--- src/rtl/stopwatch_timekeeper_pkg.sv ---
// stopwatch_pkg: shared types, constants and BCD helper
// for the stopwatch timekeeper slice.
package stopwatch_pkg;

  typedef enum logic [1:0] {
    PAUSED = 2'd0,
    RUN    = 2'd1,
    ADJUST = 2'd2
  } sw_state_e;

  typedef logic [3:0] bcd_t;

  localparam bcd_t SEC_MAX_TENS = 4'd5;
  localparam bcd_t BCD_MAX      = 4'd9;
  localparam int   DEF_MAX_MIN  = 59;

  typedef struct packed {
    logic wrap;
    bcd_t tens;
    bcd_t ones;
  } bcd_pair_t;

  // Two-digit BCD +1; rolls to 00 and flags wrap past max.
  function automatic bcd_pair_t bcd_inc(
    input bcd_t tens,
    input bcd_t ones,
    input bcd_t max_tens,
    input bcd_t max_ones
  );
    bcd_pair_t r;
    r.wrap = 1'b0;
    r.tens = tens;
    r.ones = ones;
    if (tens == max_tens && ones == max_ones) begin
      r.wrap = 1'b1;
      r.tens = '0;
      r.ones = '0;
    end else if (ones == BCD_MAX) begin
      r.ones = '0;
      r.tens = tens + 4'd1;
    end else begin
      r.ones = ones + 4'd1;
    end
    return r;
  endfunction

endpackage

--- src/rtl/stopwatch_timekeeper_if.sv ---
// stopwatch_timekeeper_if: control inputs and display
// outputs of the timekeeper, master = driver side.
interface stopwatch_timekeeper_if;
  import stopwatch_pkg::*;

  logic CLK_1HZ;
  logic CLK_2HZ;
  logic BTN_PAUSE;
  logic ADJ;
  logic SEL;
  bcd_t MIN_TENS;
  bcd_t MIN_ONES;
  bcd_t SEC_TENS;
  bcd_t SEC_ONES;
  logic RUNNING;
  logic ADJ_ACTIVE;
  logic ADJ_FIELD;

  modport master (
    output CLK_1HZ, CLK_2HZ, BTN_PAUSE, ADJ, SEL,
    input  MIN_TENS, MIN_ONES, SEC_TENS, SEC_ONES,
    input  RUNNING, ADJ_ACTIVE, ADJ_FIELD
  );

  modport slave (
    input  CLK_1HZ, CLK_2HZ, BTN_PAUSE, ADJ, SEL,
    output MIN_TENS, MIN_ONES, SEC_TENS, SEC_ONES,
    output RUNNING, ADJ_ACTIVE, ADJ_FIELD
  );

endinterface

--- src/rtl/stopwatch_timekeeper_clk_edge_sync.sv ---
// clk_edge_sync: STAGES-deep synchronizer (STAGES >= 2),
// history flop and registered one-cycle rise enable.
module clk_edge_sync #(
  parameter int STAGES = 2
) (
  input  logic clk,
  input  logic rst,
  input  logic din,
  output logic en
);

  logic [STAGES-1:0] sync_q;
  logic [STAGES-1:0] fill_q;
  logic              hist_q;
  logic              armed_q;
  logic              en_q;
  logic              sync_out;

  assign sync_out = sync_q[STAGES-1];

  // Zeros shifted in by reset are not real samples, so the
  // edge detector arms only once a genuine low has arrived.
  always_ff @(posedge clk) begin
    if (rst) begin
      sync_q  <= '0;
      fill_q  <= '0;
      hist_q  <= 1'b0;
      armed_q <= 1'b0;
      en_q    <= 1'b0;
    end else begin
      sync_q  <= {sync_q[STAGES-2:0], din};
      fill_q  <= {fill_q[STAGES-2:0], 1'b1};
      hist_q  <= sync_out;
      armed_q <= armed_q
               | (fill_q[STAGES-1] & ~sync_out);
      en_q    <= armed_q & sync_out & ~hist_q;
    end
  end

  assign en = en_q;

endmodule

--- src/rtl/stopwatch_timekeeper.sv ---
// stopwatch_timekeeper: MM:SS BCD stopwatch with run/pause/adjust.
// Define STOPWATCH_WRAP_EN to roll MAX_MIN:59 over to 00:00.
module stopwatch_timekeeper
  import stopwatch_pkg::*;
#(
  parameter int SYNC_STAGES = 2,
  parameter int MAX_MIN     = DEF_MAX_MIN
) (
  input logic             CLK_REF,
  input logic             RST,
  stopwatch_timekeeper_if.slave bus
);

  localparam bcd_t MAX_MIN_T = bcd_t'(MAX_MIN / 10);
  localparam bcd_t MAX_MIN_O = bcd_t'(MAX_MIN % 10);

  logic      en_1hz;
  logic      en_2hz;
  sw_state_e state_q;
  sw_state_e state_d;
  bcd_t      min_t_q, min_o_q, sec_t_q, sec_o_q;
  bcd_t      min_t_d, min_o_d, sec_t_d, sec_o_d;
  bcd_pair_t sec_inc;
  bcd_pair_t min_inc;
  logic      at_max;
  logic      running_q;
  logic      adj_active_q;
  logic      adj_field_q;

  clk_edge_sync #(
    .STAGES (SYNC_STAGES)
  ) u_sync_1hz (
    .clk (CLK_REF),
    .rst (RST),
    .din (bus.CLK_1HZ),
    .en  (en_1hz)
  );

  clk_edge_sync #(
    .STAGES (SYNC_STAGES)
  ) u_sync_2hz (
    .clk (CLK_REF),
    .rst (RST),
    .din (bus.CLK_2HZ),
    .en  (en_2hz)
  );

  assign sec_inc = bcd_inc(sec_t_q, sec_o_q,
                           SEC_MAX_TENS, BCD_MAX);
  assign min_inc = bcd_inc(min_t_q, min_o_q,
                           MAX_MIN_T, MAX_MIN_O);
  assign at_max  = sec_inc.wrap & min_inc.wrap;

  // Next state and next time digits.
  always_comb begin
    state_d = state_q;
    min_t_d = min_t_q;
    min_o_d = min_o_q;
    sec_t_d = sec_t_q;
    sec_o_d = sec_o_q;
    unique case (state_q)
      PAUSED: begin
        if (bus.ADJ) begin
          state_d = ADJUST;
        end else if (bus.BTN_PAUSE) begin
          state_d = RUN;
        end
      end
      RUN: begin
        if (en_1hz) begin
          if (at_max) begin
`ifdef STOPWATCH_WRAP_EN
            min_t_d = '0;
            min_o_d = '0;
            sec_t_d = '0;
            sec_o_d = '0;
`else
            state_d = PAUSED;
`endif
          end else begin
            sec_t_d = sec_inc.tens;
            sec_o_d = sec_inc.ones;
            if (sec_inc.wrap) begin
              min_t_d = min_inc.tens;
              min_o_d = min_inc.ones;
            end
          end
        end
        if (bus.ADJ) begin
          state_d = ADJUST;
        end else if (bus.BTN_PAUSE) begin
          state_d = PAUSED;
        end
      end
      ADJUST: begin
        if (en_2hz) begin
          if (bus.SEL) begin
            sec_t_d = sec_inc.tens;
            sec_o_d = sec_inc.ones;
          end else begin
            min_t_d = min_inc.tens;
            min_o_d = min_inc.ones;
          end
        end
        if (!bus.ADJ) begin
          state_d = PAUSED;
        end
      end
      default: begin
        state_d = PAUSED;
      end
    endcase
  end

  // State register.
  always_ff @(posedge CLK_REF) begin
    if (RST) begin
      state_q <= PAUSED;
    end else begin
      state_q <= state_d;
    end
  end

  // Time digits and registered status outputs.
  always_ff @(posedge CLK_REF) begin
    if (RST) begin
      min_t_q      <= '0;
      min_o_q      <= '0;
      sec_t_q      <= '0;
      sec_o_q      <= '0;
      running_q    <= 1'b0;
      adj_active_q <= 1'b0;
      adj_field_q  <= 1'b0;
    end else begin
      min_t_q      <= min_t_d;
      min_o_q      <= min_o_d;
      sec_t_q      <= sec_t_d;
      sec_o_q      <= sec_o_d;
      running_q    <= (state_d == RUN);
      adj_active_q <= (state_d == ADJUST);
      adj_field_q  <= (state_d == ADJUST) & bus.SEL;
    end
  end

  assign bus.MIN_TENS   = min_t_q;
  assign bus.MIN_ONES   = min_o_q;
  assign bus.SEC_TENS   = sec_t_q;
  assign bus.SEC_ONES   = sec_o_q;
  assign bus.RUNNING    = running_q;
  assign bus.ADJ_ACTIVE = adj_active_q;
  assign bus.ADJ_FIELD  = adj_field_q;

endmodule

--- src/flat_wrapper.sv ---
// flat-port wrapper written by rule: the top's interface ports become plain ports
module stopwatch_timekeeper_flat import stopwatch_pkg::*;
#(
  parameter int SYNC_STAGES = 2,
  parameter int MAX_MIN     = DEF_MAX_MIN
)
  (CLK_REF, RST, bus_CLK_1HZ, bus_CLK_2HZ, bus_BTN_PAUSE, bus_ADJ, bus_SEL, bus_MIN_TENS, bus_MIN_ONES, bus_SEC_TENS, bus_SEC_ONES, bus_RUNNING, bus_ADJ_ACTIVE, bus_ADJ_FIELD);
  stopwatch_timekeeper_if bus_i ();
  input logic CLK_REF;
  input logic RST;
  input wire logic [$bits(bus_i.CLK_1HZ)-1:0] bus_CLK_1HZ;
  input wire logic [$bits(bus_i.CLK_2HZ)-1:0] bus_CLK_2HZ;
  input wire logic [$bits(bus_i.BTN_PAUSE)-1:0] bus_BTN_PAUSE;
  input wire logic [$bits(bus_i.ADJ)-1:0] bus_ADJ;
  input wire logic [$bits(bus_i.SEL)-1:0] bus_SEL;
  output wire logic [$bits(bus_i.MIN_TENS)-1:0] bus_MIN_TENS;
  output wire logic [$bits(bus_i.MIN_ONES)-1:0] bus_MIN_ONES;
  output wire logic [$bits(bus_i.SEC_TENS)-1:0] bus_SEC_TENS;
  output wire logic [$bits(bus_i.SEC_ONES)-1:0] bus_SEC_ONES;
  output wire logic [$bits(bus_i.RUNNING)-1:0] bus_RUNNING;
  output wire logic [$bits(bus_i.ADJ_ACTIVE)-1:0] bus_ADJ_ACTIVE;
  output wire logic [$bits(bus_i.ADJ_FIELD)-1:0] bus_ADJ_FIELD;
  assign bus_i.CLK_1HZ = bus_CLK_1HZ;
  assign bus_i.CLK_2HZ = bus_CLK_2HZ;
  assign bus_i.BTN_PAUSE = bus_BTN_PAUSE;
  assign bus_i.ADJ = bus_ADJ;
  assign bus_i.SEL = bus_SEL;
  assign bus_MIN_TENS = bus_i.MIN_TENS;
  assign bus_MIN_ONES = bus_i.MIN_ONES;
  assign bus_SEC_TENS = bus_i.SEC_TENS;
  assign bus_SEC_ONES = bus_i.SEC_ONES;
  assign bus_RUNNING = bus_i.RUNNING;
  assign bus_ADJ_ACTIVE = bus_i.ADJ_ACTIVE;
  assign bus_ADJ_FIELD = bus_i.ADJ_FIELD;
  stopwatch_timekeeper #(.SYNC_STAGES(SYNC_STAGES), .MAX_MIN(MAX_MIN)) u_core (.CLK_REF(CLK_REF), .RST(RST), .bus(bus_i));
endmodule
--- config.mk ---
export PLATFORM = sky130hd
export DESIGN_NAME = stopwatch_timekeeper_flat
export DESIGN_NICKNAME = d
export VERILOG_FILES = /design/src/rtl/stopwatch_timekeeper_pkg.sv /design/src/rtl/stopwatch_timekeeper_if.sv /design/src/rtl/stopwatch_timekeeper_clk_edge_sync.sv /design/src/rtl/stopwatch_timekeeper.sv /design/src/flat_wrapper.sv
export SDC_FILE = /design/constraint.sdc
export NUM_CORES = 1
export LEC_CHECK = 0
export CORE_MARGIN = 1.5
export CORE_UTILIZATION = 51
export CTS_CLUSTER_SIZE = 30
export DETAILED_ROUTE_END_ITERATION = 12
export PLACE_DENSITY = 0.77
export SLEW_MARGIN = 20
export SYNTH_ARGS = -nofsm -noshare
export SYNTH_HDL_FRONTEND = slang
export SYNTH_SLANG_ARGS = --single-unit
--- constraint.sdc ---
create_clock -name CLK_REF -period 2.36 [get_ports CLK_REF]
set_clock_uncertainty 0.15 [all_clocks]
set_input_delay 0.472 -clock CLK_REF [delete_from_list [all_inputs] [get_ports CLK_REF]]
set_output_delay 0.472 -clock CLK_REF [all_outputs]
set_load 0.1 [all_outputs]
### Word-level counts from Yosys, hierarchy flattened

Index checks and enable logic that the tools add are counted.

| storage, ports and cells | value |
|---|---|
| register bits after elaboration | 35 |
| input port bits | 7 |
| output and inout port bits | 19 |
| word-level logic and storage cells | 98 |

| operators by class | value |
|---|---|
| add/sub/neg operators | 4 |
| equality and inequality tests | 14 |
| muxes and demuxes | 40 |
| bitwise logic cells | 14 |
| reductions and logical operators | 6 |

Operator list:

| operator | number |
|---|---|
| $mux W4 | 22 |
| $pmux W4 S2 | 4 |
| $add A4 B1 Y4 const B | 4 |
| $mux W8 | 2 |
| $mux W2 | 7 |
| $ne A2 B2 Y1 const B | 5 |
| $and A1 B1 Y1 | 8 |
| $eq A4 B3 Y1 const B | 2 |
| $eq A4 B4 Y1 const B | 2 |
| $pmux W2 S3 | 1 |
| $reduce_and A6 Y1 | 1 |
| $reduce_and A5 Y1 | 1 |
| $eq A2 B1 Y1 const B | 2 |
| $eq A2 B2 Y1 const B | 2 |
| $mux W1 | 4 |
| $not A1 Y1 | 4 |
| $logic_and A1 B1 Y1 | 2 |
| $logic_not A2 Y1 | 1 |
| $ne A2 B1 Y1 const B | 1 |
| $or A1 B1 Y1 | 2 |
| $reduce_bool A2 Y1 | 1 |

### Logic depth before layout (Yosys ltp)

| depth | value |
|---|---|
| word-level depth | 11 |
| gate-level depth with buffers | 7 |
| mapped depth without buffers | 6 |

### By module

A second synthesis with hierarchy kept.

| unflattened totals | value |
|---|---|
| cell total of the unflattened synthesis | 178 |
| area total of the unflattened synthesis | 1,702.9 µm² |

By module, submodules not included:

| module | times used | cells an instance | area an instance (µm²) | seq. area each (µm²) |
|---|---|---|---|---|
| stopwatch_timekeeper | 1 | 146 | 1,290.0 | 420.4 |
| clk_edge_sync | 2 | 16 | 206.4 | 140.1 |

### Worst setup path after synthesis

OpenSTA, ideal clock, no wires.

| timing | value |
|---|---|
| path kind | flip-flop to flip-flop |
| start point | register u_core.min_t_q[1], in the netlist u_core.bus.MIN_TENS[1] |
| end point | register u_core.min_t_q[2], in the netlist u_core.bus.MIN_TENS[2] |
| library setup time | 71 ps |
| arrival | 2,523 ps |
| required time | 2,139 ps |
| path slack | -384 ps |
| stages on the path, launching flop included | 8 |
| buffers on the path | 1 |
| clock period less this slack | 2,744 ps |
| cells stage by stage | dfxtp_1 inv_1 ha_1 and3b_1 clkbuf_1 o31a_1 or4b_1 a21oi_1 |

| on the way | value |
|---|---|
| longest elaborated chain between the ends | 7 |
| elaborated cells between the ends (all ways) | 15 |
| classes of those cells | add/sub (1); eq/ne (2); mux (9); bitwise (1); reduce/logical (2) |

RTL lines:

| item | line | RTL |
|---|---|---|
| start: declaration | stopwatch_timekeeper.sv:21 | `bcd_t min_t_q, min_o_q, sec_t_q, sec_o_q;` |
| start signal: assignment | stopwatch_timekeeper.sv:135 | `min_t_q <= min_t_d;` |
| $add A4 B1 Y4 / $eq A4 B3 Y1 (equally long branches) | stopwatch_timekeeper_pkg.sv:40, stopwatch_timekeeper_pkg.sv:34 |  |
| $mux W4 / $logic_and A1 B1 Y1 (equally long branches) | stopwatch_timekeeper_pkg.sv:38, stopwatch_timekeeper_pkg.sv:34 |  |
| $mux W8 | stopwatch_timekeeper_pkg.sv:34 | `if (tens == max_tens && ones == max_ones) begin` |
| $mux W4 | stopwatch_timekeeper.sv:83 | `if (sec_inc.wrap) begin` |
| $mux W4 | stopwatch_timekeeper.sv:71 | `if (at_max) begin` |
| $mux W4 | stopwatch_timekeeper.sv:70 | `if (en_1hz) begin` |
| $pmux W4 S2 | stopwatch_timekeeper.sv:61 | `unique case (state_q)` |

Several ways; a longest one is shown, not always the timed one. The select of a mux whose other input is x is not followed.
A chain may end at the register's enable or synchronous reset.

### Worst setup path in the final report

Same ends and word-level chain as after synthesis.

==> impl_metrics.yaml <==
die:
  initial_core_util_pct: 54.48
  fp.dieW_um: 57.51
  core_area_mm2: 0.002781
  fp-row-count: 19
  dieArea_mm2: 0.003307
  io_pins: 26
  die_h_um: 57.51
critical_path:
  cp.arrival_ns: 2.21
  crit_path_max_fanout: 8
  startpoint_type: "flip-flop"
  worstPathRequired_ns: 2.48
  end_kind: "flip-flop"
  crit_type: "reg -> reg"
routing:
  drc_errors: 0
  ant_nets: 0
  wire_per_inst_um: 14.21
  viasPerCell: 5.853
  vias: 1311
  drt_iter0_markers: 25
  finalWirelength_um: 3184
  first_pass_iters: 4
finish:
  fin_util_pct: 66.89
  drive_gt1_share_pct: 24.35
  n_antenna_cell: 0
  n_fill_cell: 231
  multi_input_area_um2: 804.5
  finalNetCount: 205
  design_area_mm2: 0.001861
  final-seq-area_um2: 675.6
  area_growth_pct: 22.79
  fin_cells: 224
synthesis:
  syn_nets: 174
  ys_top_cells_by_area: "dfxtp_1, ha_1, a21oi_1, nand3b_1, nor2_1"
  ys_ff_latch: 33
  yosysMostFrequentCell: "dfxtp_1"
  synth-main-ff-cell: "dfxtp_1"
  synth_top_area_cell: "dfxtp_1"
  synth.cell_area_mm2: 0.001515
  synth-simple-area-share_pct: 26.67
  synthCells: 161
  syn_avg_cell_area_um2: 9.411
  synth_cell_types: 49
  synth_edf_count: 0
  yosys.area_share.xor_xnor_pct: 0
  synthMuxAreaShare_pct: 1.982
  synth_top_family_by_area: "simple AND/OR/NAND/NOR gates"
  synth_compound_area_share_pct: 19.49
  synthAdderAreaFrac_pct: 4.955
  synthTopCellsByCount: "dfxtp_1, a21oi_1, nor2_1"
  ys_seq_area_share_pct: 43.60
  ys_async_sr_fraction_pct: 0
  yosys_warnings: 0
  synth_top_area_share_pct: 43.60
placement:
  portBuffers: 25
  place_congestion: 0.7696
  dp.cells: 216
  hpwlAfterDp_um: 2314
  dpl_cell_area_mm2: 0.001782
timing:
  final-setup-viol-count: 0
  final_hold_viol_count: 0
  max_slew_margin_pct: 67.03
  timing.fmax_ghz: 0.4779
  min_period_over_period_pct: 88.67
  rsz0062_at_grt: "false"
  min_period_ns: 2.093
  setup_tns_ns: 0
  worst_slew_pin_slew_ns: 0.4917
  slew_violations: 0
clock_network:
  postCtsSetupBuffers: 0
  clock_sink_count: 33
  cts_buffers: 5
  htree_levels: 2
  holdBufCountCts: 0
  path_clk_slew_ns: 0.12
  ctsResizeCount: 0
  root_buffer: "clkbuf_4"
  cts_tree: "yes"
  clock_latency_ns: 0.34
  cts_buffer_depth: 2
status:
  status: "complete, no violations"
pwr:
  cellLeakagePower_nw: 0.7112
  powerDensity_mw_per_mm2: 551.0
  vdd_ir_drop_max_mv: 0.6610
  finalPower_mw: 1.025
global_routing:
  grt_antenna_before_repair: 0
  grt_first_pass_wirelength_um: 5250
  track_usage_pct: 20.77
  grt_pass1_vias: 1196
  grt_overflow: 0
  grt_max_degree: 15
min_path:
  worstHoldPathType: "reg -> reg"
run:
  max_cap_violations: 0
logic make-up (layout without fill, tap and decap cells):
logic type                 Yosys count  count (layout)
buffers and inverters               13              45
DFF                                 33              33
muxes                                3               3
and+or+nand+nor                     63              63
AOI/OAI and AO/OA                   43              43
adders and majority gates            6               6
metal layers:
layer	GRT usage, %	routed length (um)	vias up
met4	6.977	42	0
met2	33.93	1509	31
li1	-	-	665
met3	6.349	144	6
met5	0	0	-
met1	26.07	1487	609
flip-flops by register name, indices dropped and copies added (netlist names), 2 cells and up:
| name | flops |
|---|---|
| u_core.u_sync_1hz.fill_q | 2 |
| u_core.bus.MIN_TENS | 4 |
| u_core.bus.SEC_ONES | 4 |
| u_core.bus.MIN_ONES | 4 |
| u_core.u_sync_1hz.sync_q | 2 |
| u_core.bus.SEC_TENS | 4 |
| u_core.state_q | 2 |
| u_core.u_sync_2hz.sync_q | 2 |
final timing paths:
path                                                           from  slack, ns                             endpoint  cells past startpoint
worst min register to register  u_core.u_sync_2hz.hist_q$_SDFF_PP0_       0.26      u_core.u_sync_2hz.en$_SDFF_PP0_                      1
worst max-delay path            u_core.bus.MIN_TENS[1]$_SDFFE_PP0P_       0.27  u_core.bus.MIN_TENS[2]$_SDFFE_PP0P_                      6
worst min-delay path            u_core.u_sync_2hz.hist_q$_SDFF_PP0_       0.26      u_core.u_sync_2hz.en$_SDFF_PP0_                      1
worst max register to register  u_core.bus.MIN_TENS[1]$_SDFFE_PP0P_       0.27  u_core.bus.MIN_TENS[2]$_SDFFE_PP0P_                      6
cells in the final DEF, fill, tap and decap left out, types with 4 or more instances in the layout:
master	synthesis	routed
nor3_1	4	4
clkbuf_4	0	5
dfxtp_2	0	9
nand2_1	7	7
inv_1	8	8
nor2b_1	6	6
nor2_1	10	10
dfxtp_1	33	23
nand3_1	4	4
o21ai_0	7	7
buf_4	0	23
a21oi_1	11	11
clkdlybuf4s50_1	0	6
nand3b_1	5	5
ha_1	6	6
a211oi_1	4	4
critical path: stages, from the launching register on:
cell	delay (ns)
dfxtp_4	0.37
inv_1	0.04
ha_1	0.18
and3b_1	0.25
o31a_1	0.34
or4b_1	0.53
a21oi_1	0.15
stage by stage:
stage,worst slack (ns),hold WS [ns]
finish,0.2674,0.2593
global route,0.1538,0.2606
CTS,0.2653,0.2519
detailed placement,0.05095,0.2302
global placement,0.08903,0.2340
floorplan,0.009037,0.2236
area by class of cell:
cell class / instances / area share [%]
Clock buffer: 6 / 3.362
Inverter: 8 / 1.614
Multi-Input combinational cell: 115 / 43.24
Tap cell: 31 / 2.085
Sequential cell: 33 / 36.31
Clock inverter: 2 / 0.8742
Timing Repair Buffer: 29 / 12.51
report_power, final:
part	leakage, nW	internal [mW]	switching [mW]
Sequential	0.274	0.568	0.00764
Combinational	0.397	0.0257	0.0410
Clock	0.0396	0.182	0.201
Total	0.711	0.775	0.250
(Power assumes the default switching activity.)
